**config.mk**
```make
export PLATFORM = sky130hd
export DESIGN_NAME = arbiter_rr_mux
export DESIGN_NICKNAME = d
export VERILOG_FILES = /design/src/rtl/arbiter_rr_mux_pkg.sv /design/src/rtl/arbiter_rr_grant.sv /design/src/rtl/arbiter_rr_mux.sv
export SDC_FILE = /design/constraint.sdc
export NUM_CORES = 1
export LEC_CHECK = 0
export BUFFER_PORTS_ARGS = -buffer_cell sky130_fd_sc_hd__buf_2
export CELL_PAD_IN_SITES_DETAIL_PLACEMENT = 1
export CELL_PAD_IN_SITES_GLOBAL_PLACEMENT = 2
export CORE_MARGIN = 1.5
export CORE_UTILIZATION = 27
export CTS_CLUSTER_SIZE = 30
export DETAILED_ROUTE_END_ITERATION = 16
export HOLD_SLACK_MARGIN = 0.12
export PLACE_DENSITY = 0.82
export SLEW_MARGIN = 25
export SYNTH_ARGS = -nofsm -noshare
export SYNTH_HDL_FRONTEND = slang
export SYNTH_SLANG_ARGS = --single-unit
```
**constraint.sdc**
```tcl
create_clock -name clk -period 3.5 [get_ports clk]
set_input_delay 1.05 -clock clk [delete_from_list [all_inputs] [get_ports clk]]
set_output_delay 1.05 -clock clk [all_outputs]
set_load 0.01 [all_outputs]
```
**src/rtl/arbiter_rr_mux_pkg.sv**
```systemverilog
// Shared definitions for the two-lane round-robin scheduler.
//   state_t : FSM encoding (RESET / IDLE / ACTIVE)
//   LANE0/1 : lane identifiers used for grant and select values
package arbiter_rr_mux_pkg;

  typedef enum logic [1:0] {
    RESET  = 2'b00,
    IDLE   = 2'b01,
    ACTIVE = 2'b10
  } state_t;

  localparam logic LANE0 = 1'b0;
  localparam logic LANE1 = 1'b1;

endpackage

```
**src/rtl/arbiter_rr_grant.sv**
```systemverilog
// Combinational round-robin grant decision with a per-lane burst limit.
// Ports:
//   i_cur        : lane currently holding the path
//   i_burst_cnt  : consecutive grants already given to i_cur
//   i_empty0/1   : upstream FIFO empty flags
//   i_en         : arbitration allowed this cycle (ACTIVE and no backpressure)
//   o_grant_valid: a pop is issued this cycle
//   o_grant_lane : lane receiving the pop
//   o_next_cnt   : burst counter value after this grant
module arbiter_rr_grant
  import arbiter_rr_mux_pkg::*;
#(
  parameter int BURST = 4,
  parameter int CNT_W = 3
) (
  input  logic             i_cur,
  input  logic [CNT_W-1:0] i_burst_cnt,
  input  logic             i_empty0,
  input  logic             i_empty1,
  input  logic             i_en,
  output logic             o_grant_valid,
  output logic             o_grant_lane,
  output logic [CNT_W-1:0] o_next_cnt
);

  logic w_cur_empty;
  logic w_oth_empty;
  logic w_below_burst;

  assign w_cur_empty   = (i_cur == LANE1) ? i_empty1 : i_empty0;
  assign w_oth_empty   = (i_cur == LANE1) ? i_empty0 : i_empty1;
  assign w_below_burst = (i_burst_cnt < CNT_W'(BURST));

  always_comb begin
    o_grant_valid = 1'b0;
    o_grant_lane  = i_cur;
    o_next_cnt    = i_burst_cnt;
    if (i_en) begin
      // A lone non-empty lane keeps the path past the burst limit; its
      // counter saturates so a later switch decision stays correct.
      if (!w_cur_empty && (w_below_burst || w_oth_empty)) begin
        o_grant_valid = 1'b1;
        o_grant_lane  = i_cur;
        o_next_cnt    = w_below_burst ? (i_burst_cnt + CNT_W'(1)) : CNT_W'(BURST);
      end else if (!w_oth_empty) begin
        o_grant_valid = 1'b1;
        o_grant_lane  = ~i_cur;
        o_next_cnt    = CNT_W'(1);
      end
    end
  end

endmodule

```
**src/rtl/arbiter_rr_mux.sv**
```systemverilog
// Round-robin scheduler sharing one data path between two first-word-fall-
// through FIFOs, forwarding registered words to a downstream FIFO.
// Ports:
//   clk, reset_L          : clock, asynchronous active-low reset
//   fifo0/1_empty, _data  : upstream FIFO status and head word
//   dest_almost_full      : downstream backpressure
//   fifo0/1_pop           : consume the upstream head at this clock edge
//   valid_out, data_out   : forwarded word (one cycle after its pop)
//   sel_out               : lane that sourced data_out
//   idle_out              : FSM is in IDLE
//   dbg_state             : raw FSM state for observation
//
// Handshake: a pop strobe high at a rising edge consumes the head word of
// that lane at that edge; the same edge registers the word, so valid_out is
// high for exactly the following cycle. No pop is issued while
// dest_almost_full is high, and never to an empty lane.
module arbiter_rr_mux
  import arbiter_rr_mux_pkg::*;
#(
  parameter int DATA_W = 8,
  parameter int BURST  = 4,
  parameter int CNT_W  = 3
) (
  input  logic              clk,
  input  logic              reset_L,
  input  logic              fifo0_empty,
  input  logic              fifo1_empty,
  input  logic [DATA_W-1:0] fifo0_data,
  input  logic [DATA_W-1:0] fifo1_data,
  input  logic              dest_almost_full,
  output logic              fifo0_pop,
  output logic              fifo1_pop,
  output logic              valid_out,
  output logic [DATA_W-1:0] data_out,
  output logic              sel_out,
  output logic              idle_out,
  output logic [1:0]        dbg_state
);

  state_t             r_state;
  state_t             w_next_state;
  logic               r_cur;
  logic [CNT_W-1:0]   r_burst_cnt;
  logic               r_valid;
  logic [DATA_W-1:0]  r_data;
  logic               r_sel;

  logic               w_en;
  logic               w_grant_valid;
  logic               w_grant_lane;
  logic [CNT_W-1:0]   w_next_cnt;

  assign w_en = (r_state == ACTIVE) && !dest_almost_full;

  arbiter_rr_grant #(
    .BURST (BURST),
    .CNT_W (CNT_W)
  ) u_grant (
    .i_cur         (r_cur),
    .i_burst_cnt   (r_burst_cnt),
    .i_empty0      (fifo0_empty),
    .i_empty1      (fifo1_empty),
    .i_en          (w_en),
    .o_grant_valid (w_grant_valid),
    .o_grant_lane  (w_grant_lane),
    .o_next_cnt    (w_next_cnt)
  );

  always_comb begin
    w_next_state = r_state;
    case (r_state)
      RESET:  w_next_state = IDLE;
      IDLE:   if ((!fifo0_empty || !fifo1_empty) && !dest_almost_full) w_next_state = ACTIVE;
      ACTIVE: if ((fifo0_empty && fifo1_empty) || dest_almost_full)    w_next_state = IDLE;
      default: w_next_state = RESET;
    endcase
  end

  always_ff @(posedge clk or negedge reset_L) begin
    if (!reset_L) begin
      r_state     <= RESET;
      r_cur       <= LANE0;
      r_burst_cnt <= '0;
    end else begin
      r_state <= w_next_state;
      // cur/burst_cnt only move on a grant, so a backpressure stall resumes
      // the same burst where it left off.
      if (w_grant_valid) begin
        r_cur       <= w_grant_lane;
        r_burst_cnt <= w_next_cnt;
      end
    end
  end

  always_ff @(posedge clk or negedge reset_L) begin
    if (!reset_L) begin
      r_valid <= 1'b0;
      r_data  <= '0;
      r_sel   <= LANE0;
    end else begin
      r_valid <= w_grant_valid;
      if (w_grant_valid) begin
        r_data <= (w_grant_lane == LANE1) ? fifo1_data : fifo0_data;
        r_sel  <= w_grant_lane;
      end
    end
  end

  assign fifo0_pop = w_grant_valid && (w_grant_lane == LANE0);
  assign fifo1_pop = w_grant_valid && (w_grant_lane == LANE1);
  assign valid_out = r_valid;
  assign data_out  = r_data;
  assign sel_out   = r_sel;
  assign idle_out  = (r_state == IDLE);
  assign dbg_state = r_state;

endmodule

```
==> metrics.cfg <==
[floorplan]
rows=20
core_area_sq_um=3000
pin_count=36
initial_utilization_pct=28.0
dieWidth_microns=58.8
die_y_microns=58.8
dieArea_sq_um=3450

[cts]
cts_setup_buffers=0
clk_latency_ns=0.29
cts_tree=yes
numCtsBuffers=3
clk_pin_slew_ns=0.11
cts-root-buf=clkbuf_4
clkSinkCount=15
cts_resized=0
cts-hold-fix-buffers=0
clk_path_buf_depth=2
h-tree-depth=1

[place]
io_buffers=35
dp_cells=138
place_ws_ns=0.229
hpwl_mm=1.58
place_congestion=0.834

[worst_setup_path]
rr_startpoint=sel_out
critical-path-top-delay-family=simple AND/OR/NAND/NOR gates
crit_slowest_cell=or4b_4
path_depth=4
path_buf_inv=2
critPathMaxFanout=9
startpoint_type=input port
required_ns=2.45
cpPeakStageDelay_ns=0.56
arrival_ns=2.22
endpoint=fifo1_pop
reg2regPathDepth=4
rrSetupSlack_ns=1.88
crit_top_cell=buf_2
worstPathCellList=buf_2 > or4b_4 > o21ba_4 > buf_2
path_class=in -> out
end_kind=primary output
r2r_end=data_out[5]
crit_start=fifo1_empty

[cells_and_area]
final_core_utilization_pct=35.3
antennaDiodeCount=0
drive_gt1_share_pct=43.1
final_cells=142
area_growth_pct=26.2
final_cell_mix=35 x buf_2, 15 x dfrtp_1, 8 x a221o_1
final_common_cell=buf_2
nets=132

[yosys]
synth-seq-cells=15
ys_warn_count=0
syn_nets=96
synth-seq-area-share_pct=44.7
ys_types=30
synth_area_per_cell_sq_um=11.3
synthCells=74
syn_area_sq_um=840

[grt]
gr-usage-met2_pct=21.4
grt-ovfl-total=0
grt_busiest_layer=met2
grt_pass1_wl_mm=3.51
grt_max_degree=16
use_met1_pct=18.3
track_usage_pct=13.8
first_global_vias=741
antenna_found_initial=0
gr-usage-met3_pct=2.64

[pwr]
powerDensity_nw_per_um2=599
comb_power_share_pct=39.4
netSwitchingFraction_pct=35.1
pwr-share-seq_pct=43.9
power.leakage_nw=0.517
p_switching_mw=0.223
pwr-share-clk_pct=16.7
intPower_mw=0.412
ir_drop_v=0.000224

[sta]
clock_skew_ns=0.0167
final_hold_viol_count=0
setup_slack_ns=0.231
slew_violations=0
rsz0062_at_grt=false
fmax_mhz=306
finalCritPeriodShare_pct=93.4
setup-tns-final_ns=0
worst_slew_pin_slew_ns=0.360
relSlewSlack_pct=76.0
setup_viol=0
fin_crit_ns=3.27
hold_ws_ns=0.535

[routing]
vias_per_cell=5.08
remaining_drc_errors=0
drt_iter0_drc=14
antenna_left=0
post_drt_wl_per_cell_microns=14.7
vias=721
wirelength_mm=2.09
drt-pass1-iter-count=4

[min_path]
hold_depth=2
hold_path_class=reg -> reg

[job]
maxCapViolations=0

[run_status]
status=complete, no violations

==> worst reg2reg max path, cell delays in order, from the launching register on <==
cell     delay, ns
dfrtp_1       0.57
xor2_1        0.29
a21oi_2       0.11
buf_4         0.17
a221o_1       0.35
==> state kept, by name (all words and copies together), names as in the netlist <==
| signal | flops |
|---|---|
| data_out | 8 |
| dbg_state | 2 |
| r_burst_cnt | 3 |
| sel_out | 1 |
| valid_out | 1 |
==> cell usage after synthesis <==
cell type  count  area, sq um
nor2_1         2         7.51
a21oi_1        3         15.0
mux2_2         1         11.3
dfrtp_1       15          375
mux2i_1        3         30.0
nor2b_1        1         6.26
a211oi_1       3         22.5
a21boi_1       5         37.5
ha_1           1         12.5
xnor2_1        1         8.76
buf_6          2         22.5
nand2_1        1         3.75
o21ai_1        1         5.00
inv_1          3         11.3
a21boi_0       4         30.0
nor3b_2        1         12.5
a2bb2oi_1      1         8.76
and2_1         1         6.26
a21oi_2        1         8.76
clkbuf_1       1         3.75
o22ai_1        2         12.5
nand3b_1       1         7.51
a211o_1        1         8.76
buf_2          3         15.0
a221o_1        8         80.1
xor2_1         1         8.76
nor3_1         3         15.0
or4b_4         2         27.5
nand4b_1       1         8.76
o21ba_4        1         16.3
==> layout make-up <==
type / instances / area, sq um
Multi-Input combinational cell: 50 / 412
Sequential cell: 15 / 375
Clock inverter: 1 / 7.51
Inverter: 3 / 11.3
Tap cell: 33 / 41.3
Clock buffer: 3 / 22.5
Fill cell: 360 / 1940
Timing Repair Buffer: 37 / 190
==> metrics by stage <==
stage / area [sq um] / power (mW)
final: 1060 / 0.635
after global routing: 1060 / 0.689
after CTS: 1060 / 0.646
after detailed placement: 1030 / 0.535
after global placement: 1030 / 0.530
after floorplan: 840 / 0.436
==> per-layer routing <==
metal	share of wire, %	wire, microns	up-vias
met5	0	0	-
li1	-	-	355
met3	5.3	111	2
met4	0.82	17	0
met2	47	990	28
met1	46	966	336
==> power by group through the flow <==
stage / Clock, mW / Combinational [mW] / Sequential, mW
floorplan: 0 / 0.141 / 0.295
finish: 0.106 / 0.250 / 0.279
detailed placement: 0 / 0.254 / 0.281
global route: 0.123 / 0.277 / 0.290
CTS: 0.112 / 0.254 / 0.280
global placement: 0 / 0.249 / 0.281
==> worst min path at each step <==
stage | startpoint | end | slack, ns
after floorplan | r_burst_cnt[1] | r_burst_cnt[1] | 0.50
after global placement | r_burst_cnt[1] | r_burst_cnt[1] | 0.52
after detailed placement | r_burst_cnt[1] | r_burst_cnt[1] | 0.52
after CTS | r_burst_cnt[1] | r_burst_cnt[1] | 0.54
after global routing | r_burst_cnt[1] | r_burst_cnt[1] | 0.57
final | r_burst_cnt[1] | r_burst_cnt[1] | 0.53
==> kinds of logic (layout without fill, tap and decap cells) <==
family                   after synthesis  count (layout)  synth area share, %
AO/OA/AOI/OAI                         30              30                 29.2
XOR/XNOR                               2               2                 2.09
adder cells (fa/ha/maj)                1               1                 1.49
buffers and inverters                  9              44                 6.26
flip-flops                            15              15                 44.7
multiplexers                           4               4                 4.92
AND/OR/NAND/NOR                       13              13                 11.3
(Power assumes the default switching activity.)
